`config.mk`:
```
export PLATFORM = sky130hd
export DESIGN_NAME = uart_rx_ctrl_flat
export DESIGN_NICKNAME = d
export VERILOG_FILES = /design/src/rtl/uart_pkg.sv /design/src/rtl/uart_rx_ctrl_if.sv /design/src/rtl/uart_rx_fifo.sv /design/src/rtl/uart_rx_ctrl.sv /design/src/flat_wrapper.sv
export SDC_FILE = /design/constraint.sdc
export NUM_CORES = 1
export LEC_CHECK = 0
export CORE_MARGIN = 4
export CORE_UTILIZATION = 50
export DETAILED_ROUTE_END_ITERATION = 8
export GPL_ROUTABILITY_DRIVEN = 0
export GPL_TIMING_DRIVEN = 0
export HOLD_SLACK_MARGIN = 0.15
export PLACE_DENSITY_LB_ADDON = 0.08
export REMOVE_ABC_BUFFERS = 1
export SLEW_MARGIN = 25
export SYNTH_ARGS = -nofsm -noshare
export SYNTH_HDL_FRONTEND = slang
export SYNTH_HIERARCHICAL = 1
export SYNTH_SLANG_ARGS = --single-unit
```
`constraint.sdc`:
```
create_clock -name clk_i -period 5.2 [get_ports clk_i]
set_input_delay 0.78 -clock clk_i [delete_from_list [all_inputs] [get_ports clk_i]]
set_output_delay 0.78 -clock clk_i [all_outputs]
set_load 0.01 [all_outputs]
```
`src/rtl/uart_pkg.sv`:
```
// Shared definitions for the uart_rx receiver and its sequencer: FSM encoding and bit-time arithmetic.
package uart_pkg;

   localparam int unsigned BYTE_W   = 8;
   localparam int unsigned DROP_MAX = 255;

   typedef enum logic [2:0] {
      ST_IDLE,
      ST_WAIT_DATA,
      ST_WAIT_END,
      ST_COMMIT,
      ST_ABORT
   } rx_state_e;

   function automatic int unsigned cycles_per_bit(input int unsigned clk_hz, input int unsigned baud);
      return clk_hz / baud;
   endfunction

   function automatic int unsigned watchdog_limit(input int unsigned clk_hz, input int unsigned baud,
                                                  input int unsigned bits);
      return bits * cycles_per_bit(clk_hz, baud);
   endfunction

endpackage

```
`src/rtl/uart_rx_ctrl_if.sv`:
```
// Valid/ready byte stream carrying received data out of uart_rx_ctrl.
interface uart_rx_ctrl_if;
   import uart_pkg::*;

   logic [BYTE_W-1:0] m_data_o;
   logic              m_valid_o;
   logic              m_ready_i;

   modport master (output m_data_o, output m_valid_o, input m_ready_i);
   modport slave  (input m_data_o, input m_valid_o, output m_ready_i);
endinterface

```
`src/rtl/uart_rx_fifo.sv`:
```
// Synchronous first-word-fall-through byte FIFO; head byte reads as zero while empty.
module uart_rx_fifo
   import uart_pkg::*;
#(
   parameter int unsigned p_depth = 8
) (
   input  logic                     clk_i,
   input  logic                     rst_n_i,
   input  logic                     push_i,
   input  logic [BYTE_W-1:0]        data_i,
   input  logic                     pop_i,
   output logic [BYTE_W-1:0]        data_o,
   output logic [$clog2(p_depth):0] level_o,
   output logic                     full_o,
   output logic                     empty_o
);
   localparam int unsigned AW = $clog2(p_depth);
   localparam int unsigned LW = AW + 1;

   logic [BYTE_W-1:0] mem_q [p_depth];
   logic [AW-1:0]     wr_ptr_q, wr_ptr_d, rd_ptr_q, rd_ptr_d;
   logic [LW-1:0]     level_q, level_d;
   logic              push_ok, pop_ok;

   always_comb begin
      full_o   = (level_q == LW'(p_depth));
      empty_o  = (level_q == '0);
      push_ok  = push_i & ~full_o;
      pop_ok   = pop_i & ~empty_o;
      wr_ptr_d = push_ok ? wr_ptr_q + AW'(1) : wr_ptr_q;
      rd_ptr_d = pop_ok ? rd_ptr_q + AW'(1) : rd_ptr_q;
      level_d  = level_q;
      if (push_ok && !pop_ok) begin
         level_d = level_q + LW'(1);
      end else if (pop_ok && !push_ok) begin
         level_d = level_q - LW'(1);
      end
      data_o  = empty_o ? '0 : mem_q[rd_ptr_q];
      level_o = level_q;
   end

   always_ff @(posedge clk_i or negedge rst_n_i) begin
      if (!rst_n_i) begin
         wr_ptr_q <= '0;
         rd_ptr_q <= '0;
         level_q  <= '0;
      end else begin
         wr_ptr_q <= wr_ptr_d;
         rd_ptr_q <= rd_ptr_d;
         level_q  <= level_d;
      end
   end

   // Storage needs no reset: the head is masked while empty.
   always_ff @(posedge clk_i) begin
      if (push_ok) begin
         mem_q[wr_ptr_q] <= data_i;
      end
   end

endmodule

```
`src/rtl/uart_rx_ctrl.sv`:
```
// Sequencer for one uart_rx: gates its enable on FIFO room, applies config between frames,
// judges each frame after it ends, and forwards good bytes through a FWFT FIFO.
//
// state         | meaning
// ST_IDLE       | between frames; enable allowed when FIFO has room, config may load
// ST_WAIT_DATA  | start accepted by uart_rx, waiting for the byte
// ST_WAIT_END   | byte held, collecting error flags until the frame ends
// ST_COMMIT     | push a clean byte, or count a bad frame
// ST_ABORT      | watchdog expired; pulse uart_rx reset and count the loss
module uart_rx_ctrl
   import uart_pkg::*;
#(
   parameter int unsigned p_clk_speed_hz = 50_000_000,
   parameter int unsigned p_baud_rate    = 9_600,
   parameter int unsigned p_fifo_depth   = 8,
   parameter int unsigned p_timeout_bits = 12
) (
   input  logic                          clk_i,
   input  logic                          rst_n_i,
   input  logic                          en_i,
   input  logic                          parity_en_i,
   input  logic                          parity_sel_i,
   input  logic                          clr_i,
   output logic                          rx_rst_n_o,
   output logic                          rx_enable_o,
   output logic                          rx_parity_en_o,
   output logic                          rx_parity_sel_o,
   input  logic [BYTE_W-1:0]             rx_data_i,
   input  logic                          rx_busy_i,
   input  logic                          rx_data_ready_i,
   input  logic                          rx_parity_err_i,
   input  logic                          rx_framing_err_i,
   uart_rx_ctrl_if.master                m_if,
   output logic [$clog2(p_fifo_depth):0] level_o,
   output logic [7:0]                    drop_cnt_o,
   output logic [1:0]                    err_flags_o,
   output logic                          timeout_o
);
   localparam int unsigned LIMIT = watchdog_limit(p_clk_speed_hz, p_baud_rate, p_timeout_bits);
   localparam int unsigned TW    = $clog2(LIMIT + 1);

   rx_state_e         state_q, state_d;
   logic [TW-1:0]     timer_q, timer_d;
   logic              dr_q, dr_d, run_q, run_d;
   logic [BYTE_W-1:0] hold_q, hold_d;
   logic [1:0]        err_acc_q, err_acc_d;
   logic              par_en_q, par_en_d, par_sel_q, par_sel_d;
   logic [7:0]        drop_q, drop_d;
   logic [1:0]        flags_q, flags_d;
   logic              timeout_q, timeout_d;
   logic              dr_rise, tmo, push, drop_inc;
   logic              fifo_full, fifo_empty;

   uart_rx_fifo #(.p_depth(p_fifo_depth)) u_fifo (
      .clk_i   (clk_i),
      .rst_n_i (rst_n_i),
      .push_i  (push),
      .data_i  (hold_q),
      .pop_i   (m_if.m_ready_i),
      .data_o  (m_if.m_data_o),
      .level_o (level_o),
      .full_o  (fifo_full),
      .empty_o (fifo_empty)
   );

   assign m_if.m_valid_o = ~fifo_empty;

   always_comb begin
      state_d   = state_q;
      timer_d   = timer_q - TW'(1);
      dr_d      = rx_data_ready_i;
      run_d     = 1'b1;
      hold_d    = hold_q;
      err_acc_d = err_acc_q;
      par_en_d  = par_en_q;
      par_sel_d = par_sel_q;
      push      = 1'b0;
      dr_rise   = rx_data_ready_i & ~dr_q;
      tmo       = (timer_q == '0);

      unique case (state_q)
         ST_IDLE: begin
            timer_d = TW'(LIMIT - 1);
            if (rx_busy_i) begin
               state_d = ST_WAIT_DATA;
            end else begin
               par_en_d  = parity_en_i;
               par_sel_d = parity_sel_i;
            end
         end
         ST_WAIT_DATA: begin
            if (dr_rise) begin
               hold_d    = rx_data_i;
               err_acc_d = '0;
               state_d   = ST_WAIT_END;
            end else if (!rx_busy_i) begin
               state_d = ST_IDLE;
            end else if (tmo) begin
               state_d = ST_ABORT;
            end
         end
         ST_WAIT_END: begin
            err_acc_d = err_acc_q | {rx_framing_err_i, rx_parity_err_i};
            if (!rx_busy_i) begin
               state_d = ST_COMMIT;
            end else if (tmo) begin
               state_d = ST_ABORT;
            end
         end
         ST_COMMIT: begin
            push    = (err_acc_q == '0);
            state_d = ST_IDLE;
         end
         ST_ABORT: state_d = ST_IDLE;
         default:  state_d = ST_IDLE;
      endcase

      // A clean byte meeting a full FIFO is lost like a bad frame.
      drop_inc  = ((state_q == ST_COMMIT) && ((err_acc_q != '0) || fifo_full)) || (state_q == ST_ABORT);
      drop_d    = clr_i ? '0 : ((drop_inc && (drop_q != 8'(DROP_MAX))) ? drop_q + 8'd1 : drop_q);
      flags_d   = clr_i ? '0 : ((state_q == ST_COMMIT) ? (flags_q | err_acc_q) : flags_q);
      timeout_d = clr_i ? 1'b0 : (timeout_q | (state_q == ST_ABORT));

      rx_rst_n_o      = run_q & (state_q != ST_ABORT);
      rx_enable_o     = run_q & (state_q == ST_IDLE) & en_i & ~fifo_full;
      rx_parity_en_o  = par_en_q;
      rx_parity_sel_o = par_sel_q;
      drop_cnt_o      = drop_q;
      err_flags_o     = flags_q;
      timeout_o       = timeout_q;
   end

   always_ff @(posedge clk_i or negedge rst_n_i) begin
      if (!rst_n_i) begin
         state_q   <= ST_IDLE;
         timer_q   <= '0;
         dr_q      <= 1'b0;
         run_q     <= 1'b0;
         hold_q    <= '0;
         err_acc_q <= '0;
         par_en_q  <= 1'b0;
         par_sel_q <= 1'b0;
         drop_q    <= '0;
         flags_q   <= '0;
         timeout_q <= 1'b0;
      end else begin
         state_q   <= state_d;
         timer_q   <= timer_d;
         dr_q      <= dr_d;
         run_q     <= run_d;
         hold_q    <= hold_d;
         err_acc_q <= err_acc_d;
         par_en_q  <= par_en_d;
         par_sel_q <= par_sel_d;
         drop_q    <= drop_d;
         flags_q   <= flags_d;
         timeout_q <= timeout_d;
      end
   end

endmodule

```
`src/flat_wrapper.sv`:
```
// flat-port wrapper written by rule: the top's interface ports become plain ports
module uart_rx_ctrl_flat import uart_pkg::*;
#(
   parameter int unsigned p_clk_speed_hz = 50_000_000,
   parameter int unsigned p_baud_rate    = 9_600,
   parameter int unsigned p_fifo_depth   = 8,
   parameter int unsigned p_timeout_bits = 12
)
  (clk_i, rst_n_i, en_i, parity_en_i, parity_sel_i, clr_i, rx_rst_n_o, rx_enable_o, rx_parity_en_o, rx_parity_sel_o, rx_data_i, rx_busy_i, rx_data_ready_i, rx_parity_err_i, rx_framing_err_i, level_o, drop_cnt_o, err_flags_o, timeout_o, m_if_m_data_o, m_if_m_valid_o, m_if_m_ready_i);
  uart_rx_ctrl_if m_if_i ();
  input  logic clk_i;
  input  logic rst_n_i;
  input  logic en_i;
  input  logic parity_en_i;
  input  logic parity_sel_i;
  input  logic clr_i;
  output logic rx_rst_n_o;
  output logic rx_enable_o;
  output logic rx_parity_en_o;
  output logic rx_parity_sel_o;
  input  logic [BYTE_W-1:0] rx_data_i;
  input  logic rx_busy_i;
  input  logic rx_data_ready_i;
  input  logic rx_parity_err_i;
  input  logic rx_framing_err_i;
  output logic [$clog2(p_fifo_depth):0] level_o;
  output logic [7:0] drop_cnt_o;
  output logic [1:0] err_flags_o;
  output logic timeout_o;
  output wire logic [$bits(m_if_i.m_data_o)-1:0] m_if_m_data_o;
  output wire logic [$bits(m_if_i.m_valid_o)-1:0] m_if_m_valid_o;
  input wire logic [$bits(m_if_i.m_ready_i)-1:0] m_if_m_ready_i;
  assign m_if_m_data_o = m_if_i.m_data_o;
  assign m_if_m_valid_o = m_if_i.m_valid_o;
  assign m_if_i.m_ready_i = m_if_m_ready_i;
  uart_rx_ctrl #(.p_clk_speed_hz(p_clk_speed_hz), .p_baud_rate(p_baud_rate), .p_fifo_depth(p_fifo_depth), .p_timeout_bits(p_timeout_bits)) u_core (.clk_i(clk_i), .rst_n_i(rst_n_i), .en_i(en_i), .parity_en_i(parity_en_i), .parity_sel_i(parity_sel_i), .clr_i(clr_i), .rx_rst_n_o(rx_rst_n_o), .rx_enable_o(rx_enable_o), .rx_parity_en_o(rx_parity_en_o), .rx_parity_sel_o(rx_parity_sel_o), .rx_data_i(rx_data_i), .rx_busy_i(rx_busy_i), .rx_data_ready_i(rx_data_ready_i), .rx_parity_err_i(rx_parity_err_i), .rx_framing_err_i(rx_framing_err_i), .m_if(m_if_i), .level_o(level_o), .drop_cnt_o(drop_cnt_o), .err_flags_o(err_flags_o), .timeout_o(timeout_o));
endmodule
```
# Word level (Yosys, flattened, before mapping)
# Memory sizes are Yosys's and may differ from the RTL's.
# Cells that the tools add are included.
dict set report totals {
  register_bits 54
  ram_bits 64
  output_inout_bits 28
  elab_cells 84
  mem_count 1
}
dict set report classes {
  addsub 6
  n_eq_ne 9
  muxes 20
  bitwise_logic 14
  reduce_logical 20
}
# name depth width read_ports rd_ports_with_merged_regs write_ports line_no
set mem_list {}
lappend mem_list {u_core.u_fifo.mem_q 8 8 1 0 1 uart_rx_fifo.sv:20} ;# logic [BYTE_W-1:0] mem_q [p_depth];
# operator count
set op_table {}
lappend op_table {{two-way mux 8 bit} 3}
lappend op_table {{zero test 16 bit} 1}
lappend op_table {{two-way mux 16 bit} 1}
lappend op_table {{subtractor 16 x 1 -> 16 bit, second input constant} 1}
lappend op_table {{two-way mux 3 bit} 5}
lappend op_table {{nonzero test 2 bit} 5}
lappend op_table {{case mux 3 bit (3 select lines)} 1}
lappend op_table {{adder 8 x 1 -> 8 bit, second input constant} 1}
lappend op_table {{two-way mux 4 bit} 2}
lappend op_table {{inequality test 8 bit, second input constant} 1}
lappend op_table {{AND 1 bit} 7}
lappend op_table {{adder 3 x 1 -> 3 bit, second input constant} 2}
lappend op_table {{== test 3 x 2 -> 1 bit, second input constant} 2}
lappend op_table {{two-way mux 2 bit} 3}
lappend op_table {{AND reduction 2 bit} 3}
lappend op_table {{adder 4 x 1 -> 4 bit, second input constant} 1}
lappend op_table {{== test 4 bit, second input constant} 1}
lappend op_table {{logical AND 1 bit} 4}
lappend op_table {{zero test 4 bit} 1}
lappend op_table {{two-way mux 1 bit} 4}
lappend op_table {{inverter 1 bit} 4}
lappend op_table {{bitwise OR 2 bit} 2}
lappend op_table {{case mux 2 bit (2 select lines)} 1}
lappend op_table {{subtractor 4 x 1 -> 4 bit, second input constant} 1}
lappend op_table {{other kinds (10)} 12}

# Depth between registers and ports, before layout
# Gate-level depths: netlist of the first run.
dict set report logic_depth {
  ltp_word 7
  ltp_mapped 10
  mapped_depth_nobuf 10
}

# By module
# The synthesis of the first run kept the hierarchy.
# module n_inst cells_each area_each_um2
set by_module_without_submodules {}
lappend by_module_without_submodules {uart_rx_fifo 1 159 3041.7}
lappend by_module_without_submodules {uart_rx_ctrl 1 194 2033.2}

# Least setup slack after synthesis of the first run
# OpenSTA, ideal clock, no wires.
dict set report synth_timing {
  kind {reg2reg}
  from {register u_core.state_q[2]}
  to {register u_core.u_fifo.level_q[3] (netlist: u_core/u_fifo/level_o[3])}
  setup_ps 131
  arrival_ps 2584
  slack_ps 2485
  stages_incl_launch_ff 11
  path_buffers 0
  synth_period_minus_slack_ps 2715
  path_cell_list {dfrtp_1 -> and3b_1 -> nor3b_1 -> nand2_1 -> inv_1 -> ha_1 -> inv_1 -> ha_1 -> or4_1 -> o211ai_1 -> o211ai_1}
}
dict set report synth_via {
  elab_chain_len 6
  word_cells_on_any_way 8
}
# element line_no
set synth_lines {}
lappend synth_lines {{start, declared} uart_rx_ctrl.sv:42} ;# rx_state_e state_q, state_d;
lappend synth_lines {{start signal, assigned} uart_rx_ctrl.sv:147} ;# state_q <= state_d;
lappend synth_lines {{== test 3 x 2 -> 1 bit *} uart_rx_ctrl.sv:81} ;# unique case (state_q)
lappend synth_lines {{two-way mux 1 bit *} uart_rx_ctrl.sv:81}
lappend synth_lines {{named net u_core.push} uart_rx_ctrl.sv:51} ;# logic dr_rise, tmo, push, drop_inc;
lappend synth_lines {{AND 1 bit *} uart_rx_fifo.sv:28} ;# push_ok = push_i & ~full_o;
lappend synth_lines {{named net u_core.u_fifo.push_ok} uart_rx_fifo.sv:23} ;# logic push_ok, pop_ok;
lappend synth_lines {{zero test 1 bit} uart_rx_fifo.sv:35} ;# end else if (pop_ok && !push_ok) begin
lappend synth_lines {{logical AND 1 bit} uart_rx_fifo.sv:35}
lappend synth_lines {{nonzero test 2 bit (no line)} -}
lappend synth_lines {{end signal, assigned} uart_rx_fifo.sv:50} ;# level_q <= level_d;
lappend synth_lines {{end, declared} uart_rx_fifo.sv:22} ;# logic [LW-1:0] level_q, level_d;
# Mark *: on every way through the listed nets, which the timed path passes. The rest lies on a longest branch.
# A chain may end at the register's enable or synchronous reset.

# Worst setup path after layout of the first run
dict set report layout_timing {
  from {register u_core.u_fifo.level_q[0] (netlist: u_core/u_fifo/level_o[0])}
  to {output m_if_m_data_o[2]}
}
dict set report layout_via {
  elab_chain_len 2
}
# element line_no
set layout_lines {}
lappend layout_lines {{zero test 4 bit} uart_rx_fifo.sv:27} ;# empty_o = (level_q == '0);
lappend layout_lines {{named net u_core.fifo_empty} uart_rx_ctrl.sv:52} ;# logic fifo_full, fifo_empty;
lappend layout_lines {{two-way mux 8 bit} uart_rx_fifo.sv:38} ;# data_o = empty_o ? '0 : mem_q[rd_ptr_q];
lappend layout_lines {{end, declared} flat_wrapper.sv:30} ;# output wire logic [$bits(m_if_i.m_data_o)-1:0] m_if_m_data_o;
# The timed path passes the listed nets, and every way through them passes these cells.

==> key figures, run 1 <==
Run status
  • Status: completed

Timing
  • Worst-margin pin slew: ~990 ps
  • Relative slew slack: 0.339
  • F_max: roughly 0.29 GHz
  • Final period utilization: 0.666
  • Fin. max-slew vios: 0
  • Worst Skew: 9.11 ps
  • Setup-failing EPs final: 0
  • Fin crit period: between 3000 and 4000 ps
  • Final TNS setup: 0 ps
  • Final hold viol count: 0
  • RSZ-0062 raised after global routing: no

Yosys
  • Dominant cells by area after synthesis: edfxtp_1 (38%), dfrtp_1 (27%), mux4_2 (7.1%)
  • Async SR Flop Fraction: 0.458
  • Synthesis Warnings: 6
  • Post-synth top cells: edfxtp_1 (64), dfrtp_1 (54), nor2_1 (27), a21oi_1 (17), nand2_1 (17)
  • Post-Syn Area: roughly 5000 um^2
  • Syn avg cell area: between 10 and 15 um^2
  • EDFF count, synth: 64
  • Post-synth top area share: 0.379
  • Synth area leader: edfxtp_1
  • Most frequent cell after synthesis: edfxtp_1
  • Distinct cells, synth: 52
  • Primary FF master, synth: edfxtp_1
  • Sequential cell area fraction in the yosys report: 0.645
  • Cells after Synth: between 300 and 400
  • Synthesis-stage register bit count: ~120

CTS
  • Clock buffer depth: 2
  • CTS sink cnt: approximately 120
  • Root buffer cell: clkbuf_8
  • H-tree levels: 4
  • Total CTS buffers: 17
  • Clk slew on worst S/H paths: roughly 60 ps
  • CTS tree: done
  • Setup bufs post-CTS: 0
  • Worst-Skew Late Latency: roughly 510 ps

Placed design
  • Post-DP HPWL: between 6 and 7 mm
  • Post-place instance area: ~5700 um^2
  • Buffers on Ports: 46

Worst hold path
  • Hold_sp: u_core/timer_q[0]$_DFF_PN0_
  • Type of the most critical hold path: reg2reg

Cells and area
  • Layout filler cell count: 773
  • Post-layout util: 0.641
  • Share of layout cells above drive strength 1: 0.186
  • Area Growth Syn to Fin: 24.0%
  • ANT cells: 0
  • Final std cell area, no fill: roughly 6300 um^2
  • Nets: about 440

Floorplan
  • Core area: 9820 um^2
  • Row Count: 36
  • Top Ports: 47
  • Die Ht: between 100 and 150 um
  • Die area: 11800 um^2
  • Starting density of the core: 0.517
  • Die width: ~110 um

Route
  • Post-route ant nets: 0
  • First-pass iteration count of the detailed router: 4
  • DRC violations left: 0
  • Routed WL: 9.84 mm
  • Iteration-0 DRC Markers: approximately 100
  • Vias: 3154
  • Via density: about 5.7
  • Wire per inst: 17.7 um

Global route
  • Gr ovfl total: 0
  • First-pass GRT wire length: around 16 mm
  • GRT Total Usage: 0.181
  • Initial antenna violation count: 0
  • Largest net degree at the start of global routing: 41
  • Number of global-route vias before repair: roughly 3.1k

Power and ir drop
  • Static Leak: 2.31 nW
  • Power, Total: between 0.003 and 0.004 W
  • VDD IR max: roughly 0.27 mV
  • Power Density: ~540 nW/um^2

Worst setup path
  • CP Capture Point: m_if_m_data_o[2]
  • R2r worst-path depth: 10
  • CP endpoint kind: output port
  • Crit Reg-Reg Startpoint: u_core/state_q[1]$_DFFE_PN0N_
  • Reg2reg end: u_core/u_fifo/level_o[3]$_DFFE_PN0P_
  • R2r setup slk: around 2000 ps
  • CP Max Fanout: 8
  • CP Class: reg2out
  • Arrival time worst endpoint: between 2000 and 3000 ps
  • Startpoint types: register
  • Timing startpoint of the critical path: u_core/u_fifo/level_o[0]$_DFFE_PN0P_
  • Critical path data required time: between 4000 and 5000 ps

Flow run
  • Max Cap Viol: 0
==> area by class of cell <==
type | instances | area [um^2] | share of cell area
clock inverter | 13 | 180 | 0.0286
timing repair buffer | 50 | 503 | 0.0800
inverter | 13 | 48.8 | 0.00776
clock buffer | 19 | 422 | 0.0670
tap | 133 | 166 | 0.0265
sequential | 118 | 3270 | 0.520
multi-input combinational | 211 | 1700 | 0.270
==> layer usage <==
| metal | track usage | wire length, um | vias up |
|---|---|---|---|
| met5 | 0 | 0 | - |
| met4 | 0.0595 | 120 | 0 |
| met3 | 0.0562 | 530 | 10 |
| met2 | 0.277 | 4650 | 87 |
| met1 | 0.250 | 4540 | 1585 |
| li1 | - | - | 1472 |
==> repair_timing <==
action	in CTS	in global routing
hold buffers	1	0
hold endpoints to repair	14	0
gates resized for setup	0	0
==> layout by cell type (no fill, tap or decap), types with 3 or more instances in the layout <==
master	n
edfxtp_1	64
clkdlybuf4s50_1	45
nor2_1	26
nor3_1	8
a21oi_1	17
buf_4	3
o41ai_1	3
o21ai_0	9
nand4_1	4
nand3_1	16
clkbuf_16	16
xor2_1	4
xnor2_1	11
clkinvlp_4	5
mux2_2	13
inv_1	13
or4_1	4
ha_1	7
or4_4	3
mux4_2	16
a22o_1	7
dfrtp_1	53
bufinv_16	4
nand2_1	17
or3_1	6
==> power breakdown <==
group | switching (W) | total (W) | internal (W)
sequential | 0.000230 | 0.00142 | 0.00119
combinational | 0.000345 | 0.000827 | 0.000482
clock | 0.000400 | 0.00117 | 0.000774
==> sequential cells by signal, indices dropped and copies added (netlist names) <==
name,count
u_core/err_acc_q,2
u_core/timer_q,16
u_core/dr_q,1
u_core/hold_q,8
u_core/drop_cnt_o,8
u_core/rx_parity_en_o,1
u_core/u_fifo/mem_q,64
u_core/u_fifo/wr_ptr_q,3
u_core/timeout_o,1
u_core/u_fifo/level_o,4
u_core/u_fifo/rd_ptr_q,3
u_core/rx_parity_sel_o,1
u_core/run_q,1
u_core/err_flags_o,2
u_core/state_q,3
==> cell families after synthesis <==
logic type,Yosys count,synth area share
DFF,118,0.645
other,1,0.000739
adders and majority gates,8,0.0212
AOI/OAI and AO/OA,48,0.0639
xor gates and xnor gates,15,0.0259
and+or+nand+nor,108,0.116
muxes,31,0.104
buffers and inverters,24,0.0232
==> through the flow <==
step           worst slack (ps)  hold slack, ps  instances
6_report                   1740             485        557
2_1_floorplan              2460             451        342
5_1_grt                    1610             531        557
3_3_place_gp               1570             478        521
3_5_place_dp               2090             483        524
4_1_cts                    1720             491        557
==> worst min-delay path by stage <==
| stage | endpoint | slack, ps | cells after the start |
|---|---|---|---|
| floorplan | u_core/timer_q[0]$_DFF_PN0_ | 450 | 1 |
| global placement | u_core/timer_q[0]$_DFF_PN0_ | 480 | 1 |
| detailed placement | u_core/err_flags_o[0]$_DFFE_PN0P_ | 480 | 2 |
| CTS | u_core/timer_q[0]$_DFF_PN0_ | 490 | 1 |
| global route | u_core/u_fifo/rd_ptr_q[2]$_DFFE_PN0P_ | 530 | 1 |
| finish | u_core/timer_q[0]$_DFF_PN0_ | 490 | 1 |
==> worst max-delay path, cell delays in order, from the launching register on <==
cell,delay [ps]
dfrtp_1,500
or4_4,210
inv_1,50
nor2_1,600
a22o_2,280
clkdlybuf4s50_1,530
No activity file was read; power rests on OpenSTA's default activity.
==> inputs of run 2 (changes only) <==
==> constraint.sdc (replaced) <==
create_clock -name clk_i -period 3.1 [get_ports clk_i]
set_input_delay 0.465 -clock clk_i [delete_from_list [all_inputs] [get_ports clk_i]]
set_output_delay 0.465 -clock clk_i [all_outputs]
set_load 0.01 [all_outputs]
==> run 2 against run 1 <==
Net effect:
- critical path depth unchanged
- global-route usage unchanged
- core utilization increased by 0.19 points
- clock skew about the same
- non-clock buffer count unchanged
- routed wire length increased by 0.17%
- register-to-register slack got worse by 1800 ps
- final cell count unchanged
- combinational power increased by 68%
- final area increased by 0.30%
- sequential power increased by 69%
- highest routed layer unchanged
==> key figures, run 2 (same netlist as run 1, synthesis figures left out) <==
Floorplan
  • Row Count: 36 (unchanged)
  • Die Ht: 109 um (unchanged)
  • Starting density of the core: 0.517 (unchanged)
  • Core area: 9820 um^2 (unchanged)
  • Die width: 109 um (unchanged)
  • Top Ports: 47 (unchanged)
  • Die area: 11800 um^2 (unchanged)

CTS
  • H-tree levels: 4 (unchanged)
  • CTS tree: done
  • Clock buffer depth: 2 (unchanged)
  • Root buffer cell: clkbuf_8
  • Total CTS buffers: 17 (unchanged)
  • Clk slew on worst S/H paths: 60 ps (about the same)
  • CTS sink cnt: 118 (unchanged)
  • Worst-Skew Late Latency: 510 ps (about the same)
  • Setup bufs post-CTS: 0 (unchanged)

Route
  • DRC violations left: 0 (unchanged)
  • Wire per inst: 17.7 um (+0.17%)
  • Post-route ant nets: 0 (unchanged)
  • Routed WL: 9.86 mm (+0.17%)
  • Vias: 3141 (-0.41%)
  • Iteration-0 DRC Markers: 119 (+16%)
  • First-pass iteration count of the detailed router: 4 (unchanged)
  • Via density: 5.64 (-0.41%)

Power and ir drop
  • VDD IR max: 0.456 mV (+67%)
  • Gate power share: 0.242 (about the same)
  • NetSw: 0.00164 W (+68%)
  • Power, Total: 0.00576 W (+68%)
  • Clock power share: 0.342 (about the same)
  • Static Leak: 2.31 nW (about the same)
  • Switching share of power: 0.285 (+0.000361)
  • Power Density: 913 nW/um^2 (+68%)
  • Sequential power share: 0.416 (about the same)
  • Internal power: 0.00412 W (+68%)

Worst setup path
  • CP Class: reg2out
  • Critical path data required time: 2630 ps (-1790 ps)
  • CP Max Fanout: 8 (unchanged)
  • CP endpoint kind: output port
  • Startpoint types: register
  • Arrival time worst endpoint: 2530 ps (-150 ps)

Timing
  • Setup-failing EPs final: 0 (unchanged)
  • RSZ-0062 raised after global routing: no
  • Final hold viol count: 0 (unchanged)
  • Fin crit period: 3000 ps
  • Worst-margin pin slew: 986 ps (-1.92 ps)
  • F_max: 0.334 GHz
  • Relative slew slack: 0.340 (+0.00128)
  • Final period utilization: 0.967
  • Worst Setup Slack, final: 103 ps (-1630 ps)
  • Fin. max-slew vios: 0 (unchanged)
  • Worst Skew: 8.71 ps (-0.399 ps)

Global route
  • Number of global-route vias before repair: 3093 (+0.13%)
  • Gr ovfl total: 0 (unchanged)
  • Initial antenna violation count: 0 (unchanged)
  • Largest net degree at the start of global routing: 41 (unchanged)
  • First-pass GRT wire length: 16.0 mm (about the same)
  • GRT Total Usage: 0.181 (unchanged)

Cells and area
  • Area Growth Syn to Fin: 24.3%
  • Top Registers: u_core/u_fifo/mem_q (64), u_core/timer_q (16)
  • Share of layout cells above drive strength 1: 0.196 (+0.00943)
  • Most common cell after layout, fill and taps aside: edfxtp_1
  • ANT cells: 0 (unchanged)
  • Nets: 438 (unchanged)
  • Final cell count without fillers: 557 (unchanged)
  • Most frequent cells in the layout: edfxtp_1 (64), dfrtp_1 (51), clkdlybuf4s50_1 (45)
  • Top reg by flops: u_core/u_fifo/mem_q
  • Max reg flops: 64 (unchanged)

Run status
  • Status: completed

Placed design
  • Buffers on Ports: 46 (unchanged)
  • # placed instances: 524 (unchanged)
  • Post-DP HPWL: 6.29 mm (unchanged)
  • Pre-CTS setup slack: -11.2 ps (-2100 ps)

Worst hold path
  • Type of the most critical hold path: in2async

Flow run
  • Max Cap Viol: 0 (unchanged)
==> run 2: path summary, 6_finish.rpt <==
check | from | to | slack, ps | cells past startpoint
max in group asynchronous | rst_n_i | u_core/u_fifo/rd_ptr_q[0]$_DFFE_PN0P_ | 2230 | 3
setup / recovery | u_core/u_fifo/level_o[0]$_DFFE_PN0P_ | m_if_m_data_o[2] | 100 | 5
hold reg to reg | u_core/timer_q[0]$_DFF_PN0_ | u_core/timer_q[0]$_DFF_PN0_ | 490 | 1
min in group clk_i | rx_data_ready_i | u_core/dr_q$_DFF_PN0_ | 470 | 1
setup reg to reg | u_core/u_fifo/level_o[0]$_DFFE_PN0P_ | u_core/u_fifo/level_o[3]$_DFFE_PN0P_ | 230 | 9
hold / removal | rst_n_i | u_core/timer_q[4]$_DFF_PN0_ | 350 | 2
==> run 2: per-stage QoR <==
step	utilization	hold slack, ps	cell area (um^2)	TNS (ps)
2_1_floorplan	-	169	5010	0
3_3_place_gp	0.574	478	5630	-11440
3_5_place_dp	0.578	342	5680	-11.2
4_1_cts	0.641	336	6300	0
5_1_grt	0.643	367	6310	0
6_report	0.643	354	6310	0
==> run 2: layout make-up <==
class | count | area, um^2
multi-input cells | 211 | 1710
inverters | 13 | 48.8
fillers | 771 | 3510
repair buffers | 50 | 503
well taps | 133 | 166
clock buffers | 19 | 422
flip-flops and latches | 118 | 3280
clock inverters | 13 | 180
==> run 2: layer usage <==
metal | up-vias | part of all wire | global-route usage
met4 | 0 | 0.012 | 0.0595
met1 | 1581 | 0.46 | 0.249
li1 | 1468 | - | -
met3 | 10 | 0.050 | 0.0562
met5 | - | 0 | 0
met2 | 82 | 0.48 | 0.278
==> run 2: timing repair <==
item / 4_1_cts / 5_1_grt
resized for setup: 3 / 3
hold endpoints to repair: 54 / 0
endpoints found under the setup margin: 9 / 7
hold buffers: 1 / 0
==> run 2: worst max-delay path, cell delays in order, from the launching register on <==
cell and delay (ps):
dfrtp_1 470, or4_4 580, inv_1 100, nor2_2 110, a22o_2 290, clkdlybuf4s50_1 470
==> run 2: power groups by stage <==
stage | combinational [W] | clock (W) | sequential, W
6_report | 0.00139 | 0.00197 | 0.00240
4_1_cts | 0.00141 | 0.00200 | 0.00240
2_1_floorplan | 0.000884 | 0 | 0.00232
3_5_place_dp | 0.00140 | 0 | 0.00243
3_3_place_gp | 0.00138 | 0 | 0.00240
5_1_grt | 0.00152 | 0.00209 | 0.00246
==> inputs of run 3 (changes only) <==
--- a/config.mk
+++ b/config.mk
@@ -5,14 +5,13 @@
 export SDC_FILE = /design/constraint.sdc
 export NUM_CORES = 1
 export LEC_CHECK = 0
+export CAP_MARGIN = 5
 export CORE_MARGIN = 4
 export CORE_UTILIZATION = 50
 export DETAILED_ROUTE_END_ITERATION = 8
 export GPL_ROUTABILITY_DRIVEN = 0
-export GPL_TIMING_DRIVEN = 0
 export HOLD_SLACK_MARGIN = 0.15
 export PLACE_DENSITY_LB_ADDON = 0.08
-export REMOVE_ABC_BUFFERS = 1
 export SLEW_MARGIN = 25
 export SYNTH_ARGS = -nofsm -noshare
 export SYNTH_HDL_FRONTEND = slang
==> run 3 against run 2 <==
Net effect:
- global-route usage rose by 1.2 points
- sequential share of layout area shrank 0.76 points
- sequential cell count unchanged
- power is 0.53% higher
- fmax rose by 1.2%
- first-iteration DRC count grew 16%
==> key figures, run 3 (same netlist as run 1, synthesis figures left out) <==
Timing
  • Hold Slack: 472 ps (+118 ps)
  • Fin. max-slew vios: 0 (unchanged)
  • Final period utilization: 0.956 (-0.0112)
  • Final TNS setup: 0 ps (unchanged)
  • Final hold viol count: 0 (unchanged)
  • Relative slew slack: 0.355 (+0.0145)
  • F_max: 0.338 GHz (+1.2%)
  • Worst Skew: 17.2 ps (+8.45 ps)
  • Worst-margin pin slew: 968 ps (-18.1 ps)
  • Fin crit period: 2960 ps (-34.6 ps)
  • Setup-failing EPs final: 0 (unchanged)
  • RSZ-0062 raised after global routing: no

Worst hold path
  • Type of the most critical hold path: in2reg
  • Hold depth: 1

CTS
  • Clk slew on worst S/H paths: 60 ps (about the same)
  • Worst-Skew Late Latency: 510 ps (about the same)
  • CTS tree: done
  • Root buffer cell: clkbuf_8
  • CTS sink cnt: 118 (unchanged)
  • Total CTS buffers: 17 (unchanged)
  • H-tree levels: 4 (unchanged)
  • Clock buffer depth: 2 (unchanged)

Worst setup path
  • Critical path's top delay family: buffers and inverters
  • Arrival time worst endpoint: 2500 ps (-30 ps)
  • Crit-path cells: or4_4 > inv_1 > nor2_1 > buf_4 > a22o_1 > clkdlybuf4s50_1
  • R2r worst-path depth: 9 (unchanged)
  • CP max stage delay: 570 ps (about the same)
  • Critical path data required time: 2630 ps (about the same)
  • Worst path buffer plus inverter count: 3 (+1)
  • CP Class: reg2out
  • R2r setup slk: 230 ps (about the same)
  • WP depth: 6 (+1)
  • CP endpoint kind: output port
  • CP Max Fanout: 8 (unchanged)
  • Slowest-stage cell, CP: or4_4
  • Startpoint types: register

Global route
  • Initial antenna violation count: 0 (unchanged)
  • Number of global-route vias before repair: 3342 (+8.1%)
  • First-pass GRT wire length: 17.2 mm (+6.9%)
  • Largest net degree at the start of global routing: 29 (-29%)
  • GRT Total Usage: 0.193 (+0.0119)
  • Gr ovfl total: 0 (unchanged)

Cells and area
  • Most frequent cells in the layout: edfxtp_1 (64), dfrtp_1 (51), clkdlybuf4s50_1 (42)
  • Top Registers: u_core/u_fifo/mem_q (64), u_core/timer_q (16)
  • Area Growth Syn to Fin: 26.1%
  • Max reg flops: 64 (unchanged)
  • ANT cells: 0 (unchanged)
  • Sequential cell area: 3280 um^2 (about the same)
  • Multi-input gate area: 1690 um^2 (-0.95%)
  • Top reg by flops: u_core/u_fifo/mem_q
  • Share of layout cells above drive strength 1: 0.223 (+0.0270)
  • Post-layout util: 0.652 (+0.00905)
  • Most common cell after layout, fill and taps aside: edfxtp_1
  • Layout filler cell count: 739 (-4.2%)
  • Nets: 454 (+3.7%)

Route
  • Post-route ant nets: 0 (unchanged)
  • First-pass iteration count of the detailed router: 4 (unchanged)
  • Vias: 3219 (+2.5%)
  • Via density: 5.62 (-0.38%)
  • Iteration-0 DRC Markers: 138 (+16%)
  • Wire per inst: 18.0 um (+1.7%)
  • Routed WL: 10.3 mm (+4.7%)
  • DRC violations left: 0 (unchanged)

Placed design
  • Buffers on Ports: 46 (unchanged)
  • Post-DP HPWL: 6.78 mm (+7.8%)

Floorplan
  • Top Ports: 47 (unchanged)
  • Die Ht: 109 um (unchanged)
  • Starting density of the core: 0.517 (unchanged)
  • Core area: 9820 um^2 (unchanged)
  • Die area: 11800 um^2 (unchanged)
  • Row Count: 36 (unchanged)
  • Die width: 109 um (unchanged)

Power and ir drop
  • Power Density: 905 nW/um^2 (-0.87%)
  • Static Leak: 2.43 nW (+5.0%)
  • VDD IR max: 0.431 mV (-5.3%)

Yosys
  • Mapped Nets: 380

Flow run
  • Max Cap Viol: 0 (unchanged)

Run status
  • Status: completed
-- run 3: changes by cell type in the layout (fill, tap and decap cells not counted), moves of 2 or more --
| cell | change |
|---|---|
| nor3_2 | -2 |
| nor2_1 | +2 |
| nor3_1 | +2 |
| dlymetal6s2s_1 | +3 |
| nor2_2 | -2 |
| inv_6 | +2 |
| clkinv_4 | +3 |
| clkinvlp_4 | -2 |
| clkdlybuf4s50_1 | -3 |
| buf_4 | +15 |
-- run 3: what timing repair did --
action / 4_1_cts / 5_1_grt
gates resized for setup: 0 / 9
hold buffers: 1 / 0
setup buffers: 0 / 1
hold endpoints to repair: 27 / 0
endpoints found under the setup margin: 0 / 9
-- run 3: final cells by class --
type	instances	share of cell area
sequential	118	0.512
multi-input combinational	211	0.265
timing repair buffer	66	0.0968
clock buffer	18	0.0653
clock inverter	14	0.0274
tap	133	0.0260
inverter	13	0.00763
-- run 3: power by group --
| group | internal [W] | switching [W] |
|---|---|---|
| logic | 0.000857 | 0.000670 |
| registers | 0.00200 | 0.000320 |
| clock network | 0.00123 | 0.000711 |
| total | 0.00409 | 0.00170 |
-- run 3: layer usage --
metal | vias to the layer above | GRT usage | routed length, um
met5 | - | 0 | 0
met1 | 1620 | 0.248 | 4560
met3 | 6 | 0.0592 | 537
met4 | 0 | 0.0595 | 51
li1 | 1505 | - | -
met2 | 88 | 0.318 | 5170
-- run 3: worst reg2reg max path, stage by stage (launching register included) --
cell	delay [ps]
dfrtp_2	440
or4b_4	590
nand2_1	160
inv_1	60
ha_1	250
inv_1	160
ha_1	310
or4_1	560
o211ai_1	120
o211ai_1	100
-- run 3: metrics by stage --
stage	std cells	setup slack, ps	cell area (um^2)	power [W]
final	573	137	6400	0.00579
after global routing	573	4.70	6400	0.00612
after CTS	572	27.1	6370	0.00583
after detailed placement	539	237	5760	0.00387
after global placement	539	333	5760	0.00383
after floorplan	353	385	5070	0.00327
-- run 3: worst paths after layout --
| check | startpoint | endpoint |
|---|---|---|
| setup / recovery | u_core/u_fifo/level_o[1]$_DFFE_PN0P_ | m_if_m_data_o[4] |
| hold / removal | rx_data_ready_i | u_core/dr_q$_DFF_PN0_ |
| hold reg to reg | u_core/timer_q[0]$_DFF_PN0_ | u_core/timer_q[0]$_DFF_PN0_ |
| min in group asynchronous | rst_n_i | u_core/drop_cnt_o[4]$_DFFE_PN0P_ |
| setup reg to reg | u_core/u_fifo/level_o[1]$_DFFE_PN0P_ | u_core/u_fifo/level_o[3]$_DFFE_PN0P_ |
| max in group asynchronous | rst_n_i | u_core/timer_q[10]$_DFF_PN0_ |
